### src/rtl/cond_check_unit.sv
// NZCV flag register plus per-lane ARM-style condition evaluation with registered exec enables.
// Also keeps saturating pass/fail counters for performance debug.
module cond_check_unit #(
  parameter int          LANES     = 2,
  parameter bit          BYPASS    = 1'b1,
  parameter logic [3:0]  RST_FLAGS = 4'b0000,
  parameter int          CNT_W     = 16
) (
  input  logic                 clk,
  input  logic                 rst,
  input  logic                 stall,
  input  logic                 flag_we,
  input  logic [3:0]           flag_in,
  input  logic [LANES-1:0]     in_valid,
  input  logic [4*LANES-1:0]   cond,
  input  logic                 cnt_clr,
  output logic [LANES-1:0]     out_valid,
  output logic [LANES-1:0]     exec,
  output logic [3:0]           flags,
  output logic [CNT_W-1:0]     pass_cnt,
  output logic [CNT_W-1:0]     fail_cnt
);

  localparam logic [CNT_W:0] CNT_MAX = {1'b0, {CNT_W{1'b1}}};

  logic [3:0]       eff;
  logic [LANES-1:0] pass_vec;
  logic [LANES-1:0] exec_next;
  logic [CNT_W:0]   p_add;
  logic [CNT_W:0]   f_add;
  logic [CNT_W:0]   pass_sum;
  logic [CNT_W:0]   fail_sum;
  logic [CNT_W-1:0] pass_next;
  logic [CNT_W-1:0] fail_next;

  // f = {N,Z,C,V}; code 1111 is "never" in this block rather than the legacy always
  function automatic logic cond_pass(input logic [3:0] c, input logic [3:0] f);
    logic n, z, cy, v;
    logic res;
    n  = f[3];
    z  = f[2];
    cy = f[1];
    v  = f[0];
    case (c)
      4'b0000: res = z;
      4'b0001: res = !z;
      4'b0010: res = cy;
      4'b0011: res = !cy;
      4'b0100: res = n;
      4'b0101: res = !n;
      4'b0110: res = v;
      4'b0111: res = !v;
      4'b1000: res = cy & !z;
      4'b1001: res = !cy | z;
      4'b1010: res = (n == v);
      4'b1011: res = (n != v);
      4'b1100: res = !z & (n == v);
      4'b1101: res = z | (n != v);
      4'b1110: res = 1'b1;
      default: res = 1'b0;
    endcase
    return res;
  endfunction

  always_comb begin
    eff       = (BYPASS && flag_we) ? flag_in : flags;
    pass_vec  = '0;
    exec_next = '0;
    p_add     = '0;
    f_add     = '0;
    for (int i = 0; i < LANES; i++) begin
      pass_vec[i]  = cond_pass(cond[4*i +: 4], eff);
      exec_next[i] = in_valid[i] & pass_vec[i];
      if (in_valid[i]) begin
        if (pass_vec[i]) p_add = p_add + (CNT_W+1)'(1);
        else             f_add = f_add + (CNT_W+1)'(1);
      end
    end
    // One extra bit of headroom so the wrap can be detected before clamping
    pass_sum  = {1'b0, pass_cnt} + p_add;
    fail_sum  = {1'b0, fail_cnt} + f_add;
    pass_next = (pass_sum > CNT_MAX) ? CNT_MAX[CNT_W-1:0] : pass_sum[CNT_W-1:0];
    fail_next = (fail_sum > CNT_MAX) ? CNT_MAX[CNT_W-1:0] : fail_sum[CNT_W-1:0];
  end

  // A stalled cycle freezes everything, including any flag write presented during it
  always_ff @(posedge clk or posedge rst) begin
    if (rst) begin
      flags     <= RST_FLAGS;
      out_valid <= '0;
      exec      <= '0;
      pass_cnt  <= '0;
      fail_cnt  <= '0;
    end else if (!stall) begin
      out_valid <= in_valid;
      exec      <= exec_next;
      if (flag_we) flags <= flag_in;
      if (cnt_clr) begin
        pass_cnt <= '0;
        fail_cnt <= '0;
      end else begin
        pass_cnt <= pass_next;
        fail_cnt <= fail_next;
      end
    end
  end

endmodule

### config.mk
export PLATFORM = sky130hd
export DESIGN_NAME = cond_check_unit
export DESIGN_NICKNAME = d
export VERILOG_FILES = /design/src/rtl/cond_check_unit.sv
export SDC_FILE = /design/constraint.sdc
export NUM_CORES = 1
export LEC_CHECK = 0
export BUFFER_PORTS_ARGS = -buffer_cell sky130_fd_sc_hd__buf_2
export CELL_PAD_IN_SITES_DETAIL_PLACEMENT = 1
export CELL_PAD_IN_SITES_GLOBAL_PLACEMENT = 1
export CORE_ASPECT_RATIO = 1.5
export CORE_MARGIN = 1
export CORE_UTILIZATION = 44
export DETAILED_ROUTE_END_ITERATION = 10
export HOLD_SLACK_MARGIN = 0.02
export PLACE_DENSITY_LB_ADDON = 0.2
export SETUP_SLACK_MARGIN = 0.15
export SYNTH_ARGS = -nofsm -noshare
export SYNTH_HDL_FRONTEND = slang
export SYNTH_SLANG_ARGS = --single-unit
export TNS_END_PERCENT = 100
### constraint.sdc
create_clock -name clk -period 8 [get_ports clk]
set_clock_uncertainty 0.1 [all_clocks]
set_input_delay 0.4 -clock clk [delete_from_list [all_inputs] [get_ports clk]]
set_output_delay 0.4 -clock clk [all_outputs]
set_load 0.005 [all_outputs]
======== After elaboration in Yosys (flattened, before gate mapping) ========
Index checks and enable logic that the tools add are counted.
cells by class
  add/subtract/negate cells ............... 4
  order comparisons ....................... 2
  equality and inequality tests ........... 30
  multiplexer cells ....................... 15
  bitwise logic cells ..................... 6
  reductions and logical operators ........ 6
operators with widths
  operator               count
  $mux 17                4
  $mux 16                4
  $eq 4x4->1 const B     14
  $add 16x17->17         2
  $add 17x1->17 const B  2
  $gt 17x16->1 const B   2
  $eq 4x3->1 const B     8
  $pmux 1 s15            2
  $eq 4x2->1 const B     4
  $eq 4x1->1 const B     2
  $logic_not 4->1        2
  $and 1x1->1            4
  $logic_not 1->1        4
  $mux 1                 4
  $mux 4                 1
  $or 1x1->1             2
  $eq 1x1->1             1
  $ne 1x1->1             1
word-level totals
  bits in registers ....................... 40
  input bits .............................. 19

======== Depth between registers and ports, before layout ========
  word-level depth ........................ 13
  gate-level depth with buffers ........... 17

======== Worst setup path before layout ========
Ideal clock, no wire load.
  path kind ............................... input to register
  start point ............................. input flag_we
  end point ............................... register fail_cnt[7]
  setup time .............................. 0.121 ns
  data arrival time ....................... 3.428 ns
  data required time ...................... 7.779 ns
  path slack .............................. 4.351 ns
  cell stages on the path ................. 16
  path through ............................ buf_2 > nor2b_1 > a221oi_1 > a211oi_1 > o211a_1 > or2_1 > ha_1 > a32o_1 > ha_1 > fa_1 > and3_1 > buf_4 > nand3_2 > buf_4 > a31oi_1 > o22a_1
on the way
  cells in the longest elaborated chain, start to end .. 13
ends and longest elaborated chain
  what                                      RTL line  RTL
  start: declaration                        12        input logic flag_we,
  $mux 4 *                                  n/a
  $ne 1x1->1, or another cell as far along  56, 58
  $or 1x1->1, or another cell as far along  58        4'b1101: res = z | (n != v);
  $pmux 1 s15                               44        case (c)
  $mux 1                                    75        if (pass_vec[i]) p_add = p_add + (CNT_W+1)'(1);
  $mux 1                                    74        if (in_valid[i]) begin
  $add 17x1->17                             76        else f_add = f_add + (CNT_W+1)'(1);
  $mux 17                                   75
  $mux 17 *                                 74
  $add 16x17->17 *                          81        fail_sum = {1'b0, fail_cnt} + f_add;
  $gt 17x16->1                              83        fail_next = (fail_sum > CNT_MAX) ? CNT_MAX[CNT_W-1:0] : fail_sum[CNT_W-1:0];
  $mux 16 *                                 83
  $mux 16 *                                 98        if (cnt_clr) begin
  end signal: assignment                    103       fail_cnt <= fail_next;
  end: declaration                          21        output logic [CNT_W-1:0] fail_cnt
Mark *: on every way between the ends. The rest lies on a longest branch, timed or not.
A chain may end at the register's enable or synchronous reset.

======== Worst setup path after layout ========
  start point ............................. register flags[0]
  end point ............................... register fail_cnt[9]
on the way
  cells in the longest elaborated chain, start to end .. 13
ends and longest elaborated chain
  what                                       RTL line  RTL
  start: declaration                         19        output logic [3:0] flags,
  start signal: assignment                   97        if (flag_we) flags <= flag_in;
  $mux 4 *                                   n/a
  $ne 1x1->1 or $eq 1x1->1 (tied branches)   n/a
  $or 1x1->1 or $and 1x1->1 (tied branches)  58, 57
  $pmux 1 s15                                44
  $mux 1                                     75
  $mux 1                                     74
  $add 17x1->17                              76
  $mux 17                                    75
  $mux 17 *                                  74
  $add 16x17->17 *                           81
  $gt 17x16->1                               83
  $mux 16 *                                  83
  $mux 16 *                                  98
Marked as above.

==> impl_metrics.ini <==
[sta]
fmaxAchievable_ghz = 0.247
tightest_slew_ns = 0.875
drv_slew = 0
hold_violations = 0
relSlewSlack_pct = 41.1
fin_crit_sh_pct = 50.6
finalSetupViolations = 0
rsz0062_at_grt = false
fin_setup_tns_ns = 0
fin_crit_ns = 4.05

[die]
start_util_pct = 46.3
die_h_um = 98.6
die_w_um = 66.4
die_area_sq_mm = 0.00655
coreArea_sq_mm = 0.00591
rows = 34
io_pins = 59

[routing]
vias = 2578
wl_um = 7420
vias_per_cell = 6.15
detail-route-antenna-nets = 0
drcViolationCount = 0
drt_iter0_drc = 98
drt_pass1_iterations = 4
avgRoutedWirePerCell_um = 17.7

[layout]
drive_above_1_share_pct = 24.5
area_growth_pct = 14.0
layout_commonest_cell = buf_2
layout.nets = 374
final_cell_mix = buf_2 (58), dfrtp_1 (40), a31oi_1 (23)
n_antenna_cell = 0

[cts]
clkTransAtPathRegs_ns = 0.08
cts_setup_buffers = 0
cts_tree = yes
clk_latency_ns = 0.29
cts_buffers = 5
clockRootBuffer = clkbuf_8
clock-sinks = 40
ctsResizeCount = 0
clk_path_buf_depth = 2
htreeDepth = 2
hold_buffers = 0

[setup_path]
crit_chain = mux4_2, mux2i_1, nor2_1, a211oi_1, or2_1, ha_1, a32o_1, ha_1, fa_1, and3_1, nand3_2, a21oi_1, o22a_1
crit_arrival_ns = 4.13
critical_path.startpoint_type = flop
max_stage_delay_ns = 0.50
cp_max_fo = 13
cp_data_required_time_ns = 8.08
crit_slowest_cell = fa_1
crit_type = flop to flop
crit_top_cell = ha_1
end_kind = flop

[power_and_ir_drop]
p_leak_nw = 1.54
finalPower_mw = 0.450
worst_ir_drop_vdd_mv = 0.0979
powerDensity_mw_per_mm2 = 144

[synthesis]
yosysTopAreaCell = dfrtp_1
synth_edf_count = 0
ys_seq_elements = 40
syn_inst = 298
yosysUniqueCellTypes = 62
synth_seq_area_share_pct = 36.5
syn-num-nets = 325
synthTopCellsByArea = dfrtp_1 (37%), a31oi_1 (5.3%), a21oi_1 (3.8%)
synthDominantCellAreaShare_pct = 36.5
synth_area_sq_mm = 0.00274
ys.flop_type = dfrtp_1
async_flop_share_pct = 100
ys_warn_count = 0
postSynthAreaPerCell_sq_um = 9.19

[global_route]
grt_pass1_vias = 2641
antenna_found_initial = 0
grt_pass1_wl_um = 12100
grt-ovfl-total = 0
grt_max_degree = 44
grt_usage_pct = 23.6

[place]
hpwl_um = 5390
gp_congestion = 0.767
io_buffers = 58

[job]
maxCapViolations = 0

[hold_path]
holdCritPathClass = input port to async pin

[status]
status = completed
==> cells in the mapped netlist (2+ instances only) <==
cell type	number
clkbuf_1	11
o22a_1	12
xnor2_1	5
dfrtp_1	40
ha_1	6
and3_1	12
a31o_2	2
or2_2	2
nand2b_1	2
inv_1	9
nand2_1	22
o2111ai_1	2
nor3_1	8
and2_1	4
a31oi_1	23
fa_1	2
mux2i_1	9
and4_1	3
a211oi_1	3
o21ai_0	7
o211ai_1	2
nor4_1	2
nor2b_1	8
nor2_1	21
mux4_2	2
a41o_1	2
nor3b_1	2
o21a_1	2
nand4_1	3
nand3_1	7
a41oi_1	2
buf_2	2
buf_4	4
or3_1	2
mux2_2	5
o2bb2ai_1	2
a21oi_1	21
==> registers in the layout, indices dropped and copies added, names as in the netlist <==
| signal | flops |
|---|---|
| exec | 2 |
| pass_cnt | 16 |
| fail_cnt | 16 |
| flags | 4 |
| out_valid | 2 |
==> power breakdown <==
group / switching, mW / total, mW / internal, mW
combinational: 0.0526 / 0.0947 / 0.0421
sequential: 0.0119 / 0.223 / 0.212
clock: 0.0720 / 0.131 / 0.0595
total: 0.137 / 0.450 / 0.313
==> metal layers <==
layer | wire, um | global-route usage [%] | vias up
met3 | 170 | 3.36 | 6
met2 | 4170 | 45.1 | 35
met4 | 68 | 5.56 | 0
li1 | - | - | 1221
met5 | 0 | 0 | -
met1 | 3010 | 26.7 | 1316
==> cell type report <==
type,instances,area [sq um]
fillers,716,2790
flip-flops and latches,40,1000
repair buffers,59,298
clock buffers,6,72.6
well taps,72,90.1
inverters,10,37.5
clock inverters,1,5.00
multi-input cells,231,1620
==> per-stage QoR <==
step                hold slack, ns  cells  setup WS (ns)  area [sq um]  util (%)
finish                       0.121    419           3.95          3120      52.8
global route                 0.190    419           3.66          3120      52.8
CTS                          0.143    419           3.96          3120      52.8
detailed placement           0.378    412           3.81          3050      51.5
global placement             0.362    412           3.97          3050      51.5
floorplan                    0.373    298           4.35          2740         -
==> worst paths after layout <==
path | from | end | slack, ns | cells past startpoint
min reg2reg | out_valid[1]$_DFFE_PP0N_ | out_valid[1]$_DFFE_PP0N_ | 0.40 | 2
max reg2reg | flags[0]$_DFFE_PP0N_ | fail_cnt[9]$_DFFE_PP0N_ | 3.95 | 13
max in group asynchronous | rst | fail_cnt[11]$_DFFE_PP0N_ | 7.30 | 3
min | rst | pass_cnt[5]$_DFFE_PP0N_ | 0.12 | 3
max | flags[0]$_DFFE_PP0N_ | fail_cnt[9]$_DFFE_PP0N_ | 3.95 | 13
min in group clk | flag_in[3] | flags[3]$_DFFE_PP0N_ | 0.30 | 2
==> worst max-delay path: cells and delay by family, from the launching register on <==
family	cells	cell delay, ns
multiplexers	2	0.70
AND/OR/NAND/NOR	4	0.82
adder cells (fa/ha/maj)	3	0.93
flip-flops	1	0.44
AO/OA/AOI/OAI	4	0.95
==> kinds of logic after synthesis <==
kind of cell,synth area share (%)
fa+ha+maj,4.20
xor+xnor,1.60
flops,36.5
compound gates,23.9
simple gates,22.4
mux,6.99
buf+inv,4.34
Note: power is estimated with default switching activity, not from simulation.
